### src/rtl/bomb_game_pkg.sv
// Shared state encoding, LFSR constants and display-enable bundle for bomb_game_ctrl.
// Combinational helper only; it adds no latency and has no flow control.
package bomb_game_pkg;

   typedef enum logic [2:0] {
      ST_OFF,
      ST_IDLE,
      ST_SHOW,
      ST_ARMED,
      ST_WIN,
      ST_LOSE
   } state_t;

   localparam int LFSR_W = 16;
   // x^16+x^14+x^13+x^11+1 in right-shifting Galois form
   localparam logic [LFSR_W-1:0] LFSR_TAPS = 16'hB400;
   localparam logic [LFSR_W-1:0] LFSR_SEED = 16'hACE1;

   localparam int SEC_W = 8;

   typedef struct packed {
      logic bomb;
      logic show;
      logic timer;
      logic entry;
      logic win;
      logic lose;
   } disp_t;

   function automatic disp_t disp_of(input state_t s);
      disp_t d;
      d = '0;
      case (s)
         ST_IDLE:  d.bomb = 1'b1;
         ST_SHOW:  begin d.bomb = 1'b1; d.show = 1'b1; end
         ST_ARMED: begin d.bomb = 1'b1; d.timer = 1'b1; d.entry = 1'b1; end
         ST_WIN:   d.win = 1'b1;
         ST_LOSE:  begin d.bomb = 1'b1; d.lose = 1'b1; end
         default:  d = '0;
      endcase
      return d;
   endfunction

endpackage

### src/rtl/sec_tick_gen.sv
// One-second tick divider: tick pulses on the TICK_DIV-th cycle after clr, clr cycle counted as the first.
// Tick is combinational from the count; no backpressure.
module sec_tick_gen #(
   parameter int TICK_DIV = 50000000
) (
   input  logic clk,
   input  logic rst_n,
   input  logic clr,
   output logic tick
);

   localparam int CW = (TICK_DIV > 1) ? $clog2(TICK_DIV) : 1;

   logic [CW-1:0] cnt;
   logic [CW-1:0] base;

   // clr marks the first cycle of a new state, which already counts toward the second
   assign base = clr ? '0 : cnt;
   assign tick = (base == CW'(TICK_DIV - 1));

   always_ff @(posedge clk or negedge rst_n) begin
      if (!rst_n) begin
         cnt <= '0;
      end else begin
         cnt <= tick ? '0 : base + CW'(1);
      end
   end

endmodule

### src/rtl/bomb_game_ctrl.sv
// Bomb defuse game sequencer (OFF/IDLE/SHOW/ARMED/WIN/LOSE), outputs registered one cycle after a transition, no backpressure.
// Define BOMB_AUTO_RESTART_EN to return WIN/LOSE to IDLE after RESULT_S seconds.
module bomb_game_ctrl
   import bomb_game_pkg::*;
#(
   parameter int CODE_W   = 5,
   parameter int TICK_DIV = 50000000,
   parameter int SHOW_S   = 3,
   parameter int TIME_S   = 20,
   parameter int RESULT_S = 3
) (
   input  logic              clk,
   input  logic              rst_n,
   input  logic              sw_en,
   input  logic              btn_start,
   input  logic              input_done,
   input  logic              input_ok,
   output logic              bomb_on,
   output logic [CODE_W-1:0] code,
   output logic              show_on,
   output logic              timer_on,
   output logic              input_on,
   output logic [SEC_W-1:0]  sec_left,
   output logic              success,
   output logic              fail
);

   logic [1:0]        sw_ff;
   logic [1:0]        btn_ff;
   logic              btn_d;
   logic              sw_s;
   logic              start;
   logic [LFSR_W-1:0] lfsr;
   logic [CODE_W-1:0] new_code;
   state_t            state;
   disp_t             disp;
   logic              entered;
   logic              tick;
`ifdef BOMB_AUTO_RESTART_EN
   logic [SEC_W-1:0]  res_left;
`endif

   always_ff @(posedge clk or negedge rst_n) begin
      if (!rst_n) begin
         sw_ff  <= '0;
         btn_ff <= '0;
         btn_d  <= 1'b0;
      end else begin
         sw_ff  <= {sw_ff[0], sw_en};
         btn_ff <= {btn_ff[0], btn_start};
         btn_d  <= btn_ff[1];
      end
   end

   assign sw_s  = sw_ff[1];
   assign start = btn_ff[1] & ~btn_d;

   always_ff @(posedge clk or negedge rst_n) begin
      if (!rst_n) begin
         lfsr <= LFSR_SEED;
      end else if (sw_s) begin
         lfsr <= {1'b0, lfsr[LFSR_W-1:1]} ^ (lfsr[0] ? LFSR_TAPS : '0);
      end
   end

   // an all-zero code cannot be entered on the keypad, so substitute 1
   assign new_code = (lfsr[CODE_W-1:0] == '0) ? CODE_W'(1) : lfsr[CODE_W-1:0];

   sec_tick_gen #(
      .TICK_DIV (TICK_DIV)
   ) u_tick (
      .clk   (clk),
      .rst_n (rst_n),
      .clr   (entered),
      .tick  (tick)
   );

   always_ff @(posedge clk or negedge rst_n) begin
      if (!rst_n) begin
         state    <= ST_OFF;
         disp     <= '0;
         code     <= '0;
         sec_left <= '0;
         entered  <= 1'b0;
`ifdef BOMB_AUTO_RESTART_EN
         res_left <= '0;
`endif
      end else begin
         entered <= 1'b0;
         if (!sw_s) begin
            state    <= ST_OFF;
            disp     <= '0;
            sec_left <= '0;
            entered  <= 1'b1;
         end else begin
            case (state)
               ST_OFF: begin
                  state    <= ST_IDLE;
                  disp     <= disp_of(ST_IDLE);
                  sec_left <= '0;
                  entered  <= 1'b1;
               end
               ST_IDLE, ST_WIN, ST_LOSE: begin
                  if (start) begin
                     state    <= ST_SHOW;
                     disp     <= disp_of(ST_SHOW);
                     code     <= new_code;
                     sec_left <= SEC_W'(SHOW_S);
                     entered  <= 1'b1;
                  end
`ifdef BOMB_AUTO_RESTART_EN
                  else if (state != ST_IDLE && tick) begin
                     if (res_left == SEC_W'(1)) begin
                        state    <= ST_IDLE;
                        disp     <= disp_of(ST_IDLE);
                        sec_left <= '0;
                        entered  <= 1'b1;
                     end
                     res_left <= res_left - SEC_W'(1);
                  end
`endif
               end
               ST_SHOW: begin
                  if (tick) begin
                     if (sec_left == SEC_W'(1)) begin
                        state    <= ST_ARMED;
                        disp     <= disp_of(ST_ARMED);
                        sec_left <= SEC_W'(TIME_S);
                        entered  <= 1'b1;
                     end else begin
                        sec_left <= sec_left - SEC_W'(1);
                     end
                  end
               end
               ST_ARMED: begin
`ifdef BOMB_AUTO_RESTART_EN
                  res_left <= SEC_W'(RESULT_S);
`endif
                  // a verdict from the keypad outranks an expiring second
                  if (input_done) begin
                     state   <= input_ok ? ST_WIN : ST_LOSE;
                     disp    <= disp_of(input_ok ? ST_WIN : ST_LOSE);
                     entered <= 1'b1;
                  end else if (tick) begin
                     if (sec_left == SEC_W'(1)) begin
                        state   <= ST_LOSE;
                        disp    <= disp_of(ST_LOSE);
                        entered <= 1'b1;
                     end
                     sec_left <= sec_left - SEC_W'(1);
                  end
               end
               default: begin
                  state <= ST_OFF;
                  disp  <= '0;
               end
            endcase
         end
      end
   end

   assign bomb_on  = disp.bomb;
   assign show_on  = disp.show;
   assign timer_on = disp.timer;
   assign input_on = disp.entry;
   assign success  = disp.win;
   assign fail     = disp.lose;

endmodule

### config.mk
export PLATFORM = sky130hd
export DESIGN_NAME = bomb_game_ctrl
export DESIGN_NICKNAME = d
export VERILOG_FILES = /design/src/rtl/bomb_game_pkg.sv /design/src/rtl/sec_tick_gen.sv /design/src/rtl/bomb_game_ctrl.sv
export SDC_FILE = /design/constraint.sdc
export NUM_CORES = 1
export LEC_CHECK = 0
export CELL_PAD_IN_SITES_DETAIL_PLACEMENT = 0
export CELL_PAD_IN_SITES_GLOBAL_PLACEMENT = 1
export CORE_ASPECT_RATIO = 2
export CORE_MARGIN = 5
export CORE_UTILIZATION = 50
export CTS_CLUSTER_DIAMETER = 50
export CTS_CLUSTER_SIZE = 24
export DETAILED_ROUTE_END_ITERATION = 16
export HOLD_SLACK_MARGIN = 0.05
export PLACE_DENSITY = 0.85
export RECOVER_POWER = 25
export SETUP_SLACK_MARGIN = 0.1
export SLEW_MARGIN = 20
export SYNTH_ARGS = -nofsm -noshare
export SYNTH_HDL_FRONTEND = slang
export SYNTH_SLANG_ARGS = --single-unit
### constraint.sdc
create_clock -name clk -period 7.4 [get_ports clk]
set_input_delay 0.74 -clock clk [delete_from_list [all_inputs] [get_ports clk]]
set_output_delay 0.74 -clock clk [all_outputs]
set_load 0.005 [all_outputs]
==> flow_metrics.py, run 1 <==
metrics = {
    "run_status": {
        "status": "finished, violations left",
        "violations": "max-capacitance violations, max-slew violations",
    },
    "yosys": {
        "synth-simple-area-share": 0.257,
        "ys_async_sr_fraction": 1.00,
        "yosysSeqAreaShare": 0.505,
        "ys_types": 63,
        "synth.area.top_cells": "dfrtp_1, dfstp_2, mux2_2",
        "synth_edf_count": 0,
        "synth_top_area_share": 0.444,
        "syn_area_per_cell_um2": 10.6,
        "synthFlopType": "dfrtp_1",
        "synth_compound_area_frac": 0.0753,
        "yosys.area.top_type": "dfrtp_1",
        "ys_seq_elements": 69,
        "synth_nets": 333,
        "synth-warning-count": 0,
        "syn_inst": 324,
        "synth-xor-area-share": 0.0637,
        "synth-adder-area-share": 0.0109,
        "synth_area_mm2": 0.00344,
        "synth_top_family_by_area": "simple AND/OR/NAND/NOR gates",
        "synthMuxAreaShare": 0.0659,
    },
    "global_route": {
        "grtUsageTotal": 0.195,
        "antenna_found_initial": 0,
        "grt_start_max_net_pins": 70,
        "grt_pass1_vias": 2570,
        "grt_overflow": 0,
        "grt_pass1_wl_um": 12600,
    },
    "critical_path": {
        "crit_path_cell_trace": "buf_2 > clkbuf_1",
        "cp_max_fo": 69,
        "start_kind": "input port",
        "endpoint_kind": "asynchronous set/reset pin",
        "required_ps": 7010,
        "setup.worst_path.class": "input port to asynchronous set/reset pin",
        "critical_path_arrival_ps": 3370,
        "slowest_delay_ps": 2500,
        "critPathTopFamily": "buffers and inverters",
        "worst-path-buf-inv": 2,
        "cp_slowest_cell": "clkbuf_1",
    },
    "cells_and_area": {
        "final_net_count": 358,
        "antenna_cells": 0,
        "fin_util": 0.610,
        "area_delta_synth_final_pct": 18.4,
        "fillers": 601,
        "drive_gt1_frac": 0.178,
    },
    "clock_network": {
        "hold_buffers": 0,
        "cts_made_buffers": 9,
        "post_cts_buffers": 0,
        "cts.path.max_buffers": 2,
        "clock-root-buffer": "clkbuf_16",
        "clkSinkCount": 69,
        "cts_tree": "yes",
        "path_clk_slew_ps": 60,
        "cts_resized": 0,
        "insertion_delay_ps": 330,
        "cts_max_level": 3,
    },
    "routing": {
        "dr.pass1.iters": 4,
        "vias_per_cell": 5.67,
        "final_antenna_net_count": 0,
        "num_vias": 2507,
        "drc": 0,
        "wl_per_cell_um": 17.0,
        "drt-initial-drc-count": 179,
        "wirelength_um": 7530,
    },
    "timing": {
        "timing.slew.headroom": -1.39,
        "slew_viol_final": 70,
        "finalSetupViolations": 0,
        "fin_worst_skew_ps": 10.5,
        "fin_tns_setup_ps": 0,
        "rsz0062_at_grt": "false",
        "post-route-min-period_ps": 3760,
        "tightest_slew_ps": 3590,
        "hold_viol": 0,
        "fmax_ghz": 0.266,
        "fin_crit_sh": 0.508,
    },
    "pwr": {
        "power_density_mw_per_mm2": 325,
        "peakVddDrop_mv": 0.299,
        "p_leak_nw": 1.65,
    },
    "hold_path": {
        "hold_path_class": "flip-flop to flip-flop",
    },
    "flow_run": {
        "maxCapViolCount": 1,
    },
    "floorplanning": {
        "die_x_um": 68.6,
        "initial_core_util": 0.515,
        "core.rowCount": 42,
        "die_h_um": 127,
        "coreArea_mm2": 0.00667,
        "die-area_mm2": 0.00874,
        "io_pins": 25,
    },
    "placement": {
        "post-dp-hpwl_um": 5310,
        "numPortBuffers": 24,
        "gp_congestion": 0.865,
    },
}
-- kinds of logic after synthesis --
kind of cell             after synthesis
buffers and inverters                 14
AND/OR/NAND/NOR                      153
XOR/XNOR                              25
adder cells (fa/ha/maj)                3
flip-flops                            69
multiplexers                          20
AO/OA/AOI/OAI                         40
-- metrics by stage --
stage / power (mW) / hold slack (ps) / worst slack [ps] / instances / instance area, um2
2_1_floorplan: 0.735 / 331 / 4850 / 324 / 3440
3_3_place_gp: 0.830 / 333 / 4760 / 426 / 3730
3_5_place_dp: 0.840 / 337 / 4690 / 426 / 3730
4_1_cts: 1.34 / 350 / 4620 / 442 / 4080
5_1_grt: 1.40 / 360 / 2770 / 442 / 4070
6_report: 1.32 / 347 / 3640 / 442 / 4070
-- power breakdown --
group          switching, mW  total, mW  internal, mW
logic                  0.129      0.281         0.152
clock network          0.159      0.489         0.330
registers             0.0805      0.552         0.471
total                  0.369       1.32         0.954
-- final cells by class --
cell class | count | area (um2) | area share
timing repair buffer | 26 | 246 | 0.0605
clock inverter | 7 | 121 | 0.0298
clock buffer | 9 | 225 | 0.0553
inverter | 2 | 7.51 | 0.00184
sequential | 69 | 1740 | 0.427
multi-input combinational | 241 | 1620 | 0.399
tap | 88 | 110 | 0.0270
-- metal layers --
layer / vias up / GRT usage / part of all wire
li1: 1208 / - / -
met3: 14 / 0.0483 / 0.030
met5: - / 0 / 0
met1: 1234 / 0.219 / 0.38
met4: 0 / 0.101 / 0.026
met2: 51 / 0.329 / 0.56
-- synth_stat cells, types with 7 or more instances --
library cell / count
xor2_1: 13
nor2_1: 36
dfrtp_1: 61
nand3_1: 22
o21ai_0: 15
nor2b_1: 7
a21oi_1: 7
nor3_1: 8
dfstp_2: 8
xnor2_1: 12
nand2_1: 23
mux2_2: 17
-- worst paths after layout --
kind                       startpoint             end  slack, ps  cells after the start
max                             rst_n         code[4]       3640                      2
min                          sw_ff[0]        sw_ff[1]        350                      0
max reg2reg                   entered     sec_left[6]       4610                      7
min reg2reg                  sw_ff[0]        sw_ff[1]        350                      0
max in group clk              entered     sec_left[6]       4610                      7
min in group asynchronous       rst_n  u_tick.cnt[14]       1720                      2
-- cell usage in the layout (no fill, tap or decap), drive strengths merged, types with 3 or more instances in the layout --
cell	netlist	routed
and2	4	4
nor4b	3	3
dfstp	8	8
dfrtp	61	61
nand3b	6	6
xor2	13	13
nor3	8	8
or4	3	3
xnor2	12	12
and3	3	3
o21ai	15	15
nand4b	3	3
o211ai	4	4
or2	3	3
or3	3	3
or3b	3	3
clkdlybuf4s50	0	21
nor2b	7	7
mux2	18	18
nand2	23	23
nor2	37	37
bufinv	0	3
a21oi	7	7
ha	3	3
clkbuf	7	10
nand3	22	22
clkinv	0	3
inv	2	3
nor4	8	8
or4b	3	3
nand2b	6	6
-- sequential cells by signal (all words and copies together), names as in the netlist --
name	flops
lfsr	16
state	3
sec_left	8
code	5
timer_on	1
show_on	1
bomb_on	1
btn_ff	2
success	1
sw_ff	2
u_tick.cnt	26
fail	1
entered	1
btn_d	1
(Power assumes the default switching activity.)
==> inputs of run 2 (changes only) <==
CORE_UTILIZATION = 46   (was 50)
PLACE_DENSITY = 0.8   (was 0.85)
clock period = 3.7 ns   (was 7.4 ns; I/O delays follow)
==> run 2 against run 1 <==
Against the previous run:
- the run now ends clean
- non-clock buffer count grew 2
- die area rose by 7.7%
- worst hold slack worse by 1.8 ps
- total power is 94% higher
- worst setup slack worse by 2800 ps
- sequential power grew 96%
- clock power increased by 87%
==> flow_metrics.py, run 2 (synthesis results as in run 1) <==
metrics = {
    "run_status": {
        "status": "finished, final reports clean",
    },
    "cells_and_area": {
        "antenna_cells": 0,
        "multi_input_area_mm2": 0.00162,
        "final_cell_mix": "dfrtp_1, nor2_1, nand2_1",
        "reg.largest.list": "u_tick.cnt (26), lfsr (16), sec_left (8)",
        "ff_latch_area_mm2": 0.00174,
        "final_common_cell": "dfrtp_1",
        "area_delta_synth_final_pct": 18.1,
        "final_net_count": 360,
        "design_area_mm2": 0.00406,
        "fillers": 672,
        "top_register": "u_tick.cnt",
        "drive_gt1_frac": 0.171,
        "largest_reg_flops": 26,
    },
    "timing": {
        "post-route-min-period_ps": 2880,
        "timing.slew.headroom": 0.115,
        "fin_worst_skew_ps": 5.12,
        "fmax_ghz": 0.347,
        "finalSetupViolations": 0,
        "fin_crit_sh": 0.779,
        "hold_viol": 0,
        "slew_viol_final": 0,
        "fin_tns_setup_ps": 0,
        "rsz0062_at_grt": "false",
        "tightest_slew_ps": 1330,
    },
    "floorplanning": {
        "io_pins": 25,
        "die_x_um": 71.1,
        "initial_core_util": 0.473,
        "die-area_mm2": 0.00941,
        "coreArea_mm2": 0.00727,
        "core.rowCount": 44,
        "die_h_um": 132,
    },
    "placement": {
        "numPortBuffers": 24,
        "gp_congestion": 0.854,
        "place_area_mm2": 0.00374,
        "post-dp-hpwl_um": 5310,
    },
    "global_route": {
        "grtUsageTotal": 0.172,
        "grt_pass1_vias": 2596,
        "grt_start_max_net_pins": 47,
        "grt_overflow": 0,
        "antenna_found_initial": 0,
        "grt_pass1_wl_um": 12600,
    },
    "routing": {
        "wirelength_um": 7420,
        "final_antenna_net_count": 0,
        "drc": 0,
        "drt-initial-drc-count": 154,
        "num_vias": 2502,
        "vias_per_cell": 5.58,
        "wl_per_cell_um": 16.6,
        "dr.pass1.iters": 4,
    },
    "pwr": {
        "total_power_mw": 2.56,
        "peakVddDrop_mv": 0.355,
        "power_density_mw_per_mm2": 632,
        "p_leak_nw": 1.63,
    },
    "critical_path": {
        "required_ps": 3970,
        "setup.worst_path.class": "flip-flop to flip-flop",
        "critical_path_arrival_ps": 3150,
        "start_kind": "flip-flop",
        "cp_max_fo": 22,
        "endpoint_kind": "flip-flop",
    },
    "clock_network": {
        "clock-root-buffer": "clkbuf_16",
        "post_cts_buffers": 0,
        "cts.path.max_buffers": 2,
        "cts_made_buffers": 9,
        "cts_tree": "yes",
        "cts_max_level": 3,
        "clkSinkCount": 69,
        "insertion_delay_ps": 330,
        "path_clk_slew_ps": 60,
    },
    "flow_run": {
        "maxCapViolCount": 0,
    },
    "hold_path": {
        "hold_path_class": "flip-flop to flip-flop",
    },
}
==> run 2: changes by cell type in the layout (fill, tap and decap cells not counted), sizes merged <==
cell | previous run | this run
buf | 2 | 1
bufinv | 3 | 2
clkinv | 3 | 2
clkbuf | 10 | 13
clkinvlp | 0 | 2
inv | 3 | 2
dlygate4sd3 | 2 | 3
==> run 2: final cells by class <==
class | count | area share
clock buffers | 10 | 0.0564
clock inverters | 6 | 0.0219
inverters | 2 | 0.00185
multi-input cells | 241 | 0.400
flip-flops and latches | 69 | 0.428
well taps | 92 | 0.0284
repair buffers | 28 | 0.0638
==> run 2: layer usage <==
metal / wire length (um) / up-vias / GRT usage / share of wire
met5: 0 / - / 0 / 0
met4: 221 / 0 / 0.0910 / 0.030
met3: 208 / 13 / 0.0328 / 0.028
met2: 3990 / 42 / 0.304 / 0.54
met1: 3000 / 1235 / 0.189 / 0.40
li1: - / 1212 / - / -
==> run 2: what timing repair did <==
item                                    4_1_cts  5_1_grt
endpoints found under the setup margin        0        0
endpoints found under the hold margin        23        0
resized for setup                             0        0
hold buffers                                  1        0
==> run 2: stage by stage <==
stage | cells | util | setup WS [ps] | hold WS [ps]
after floorplan | 324 | - | 1150 | 74.4
after global placement | 431 | 0.515 | 1170 | 335
after detailed placement | 431 | 0.515 | 1100 | 336
after CTS | 448 | 0.560 | 1060 | 349
after global routing | 448 | 0.559 | 567 | 365
final | 448 | 0.559 | 817 | 345
==> run 2: where the power goes <==
part / switching (mW) / internal [mW] / total (mW)
Sequential: 0.136 / 0.942 / 1.08
Combinational: 0.267 / 0.307 / 0.574
Clock: 0.323 / 0.589 / 0.912
==> run 2: critical path: stages, from the launching register on <==
cell	delay [ps]
dfrtp_1	360
clkbuf_1	350
nor2b_1	270
ha_1	220
nand4b_2	280
nor4_4	350
nand3_1	230
or4b_2	650
nand3_1	100
==> run 2: worst paths after layout <==
path | start | depth (start not counted) | end | slack [ps]
min in group asynchronous | rst_n | 2 | sec_left[7] | 860
hold reg to reg | sw_ff[0] | 0 | sw_ff[1] | 350
setup / recovery | entered | 8 | sec_left[6] | 820
max in group asynchronous | rst_n | 3 | lfsr[6] | 1600
hold / removal | sw_ff[0] | 0 | sw_ff[1] | 350
setup reg to reg | entered | 8 | sec_left[6] | 820
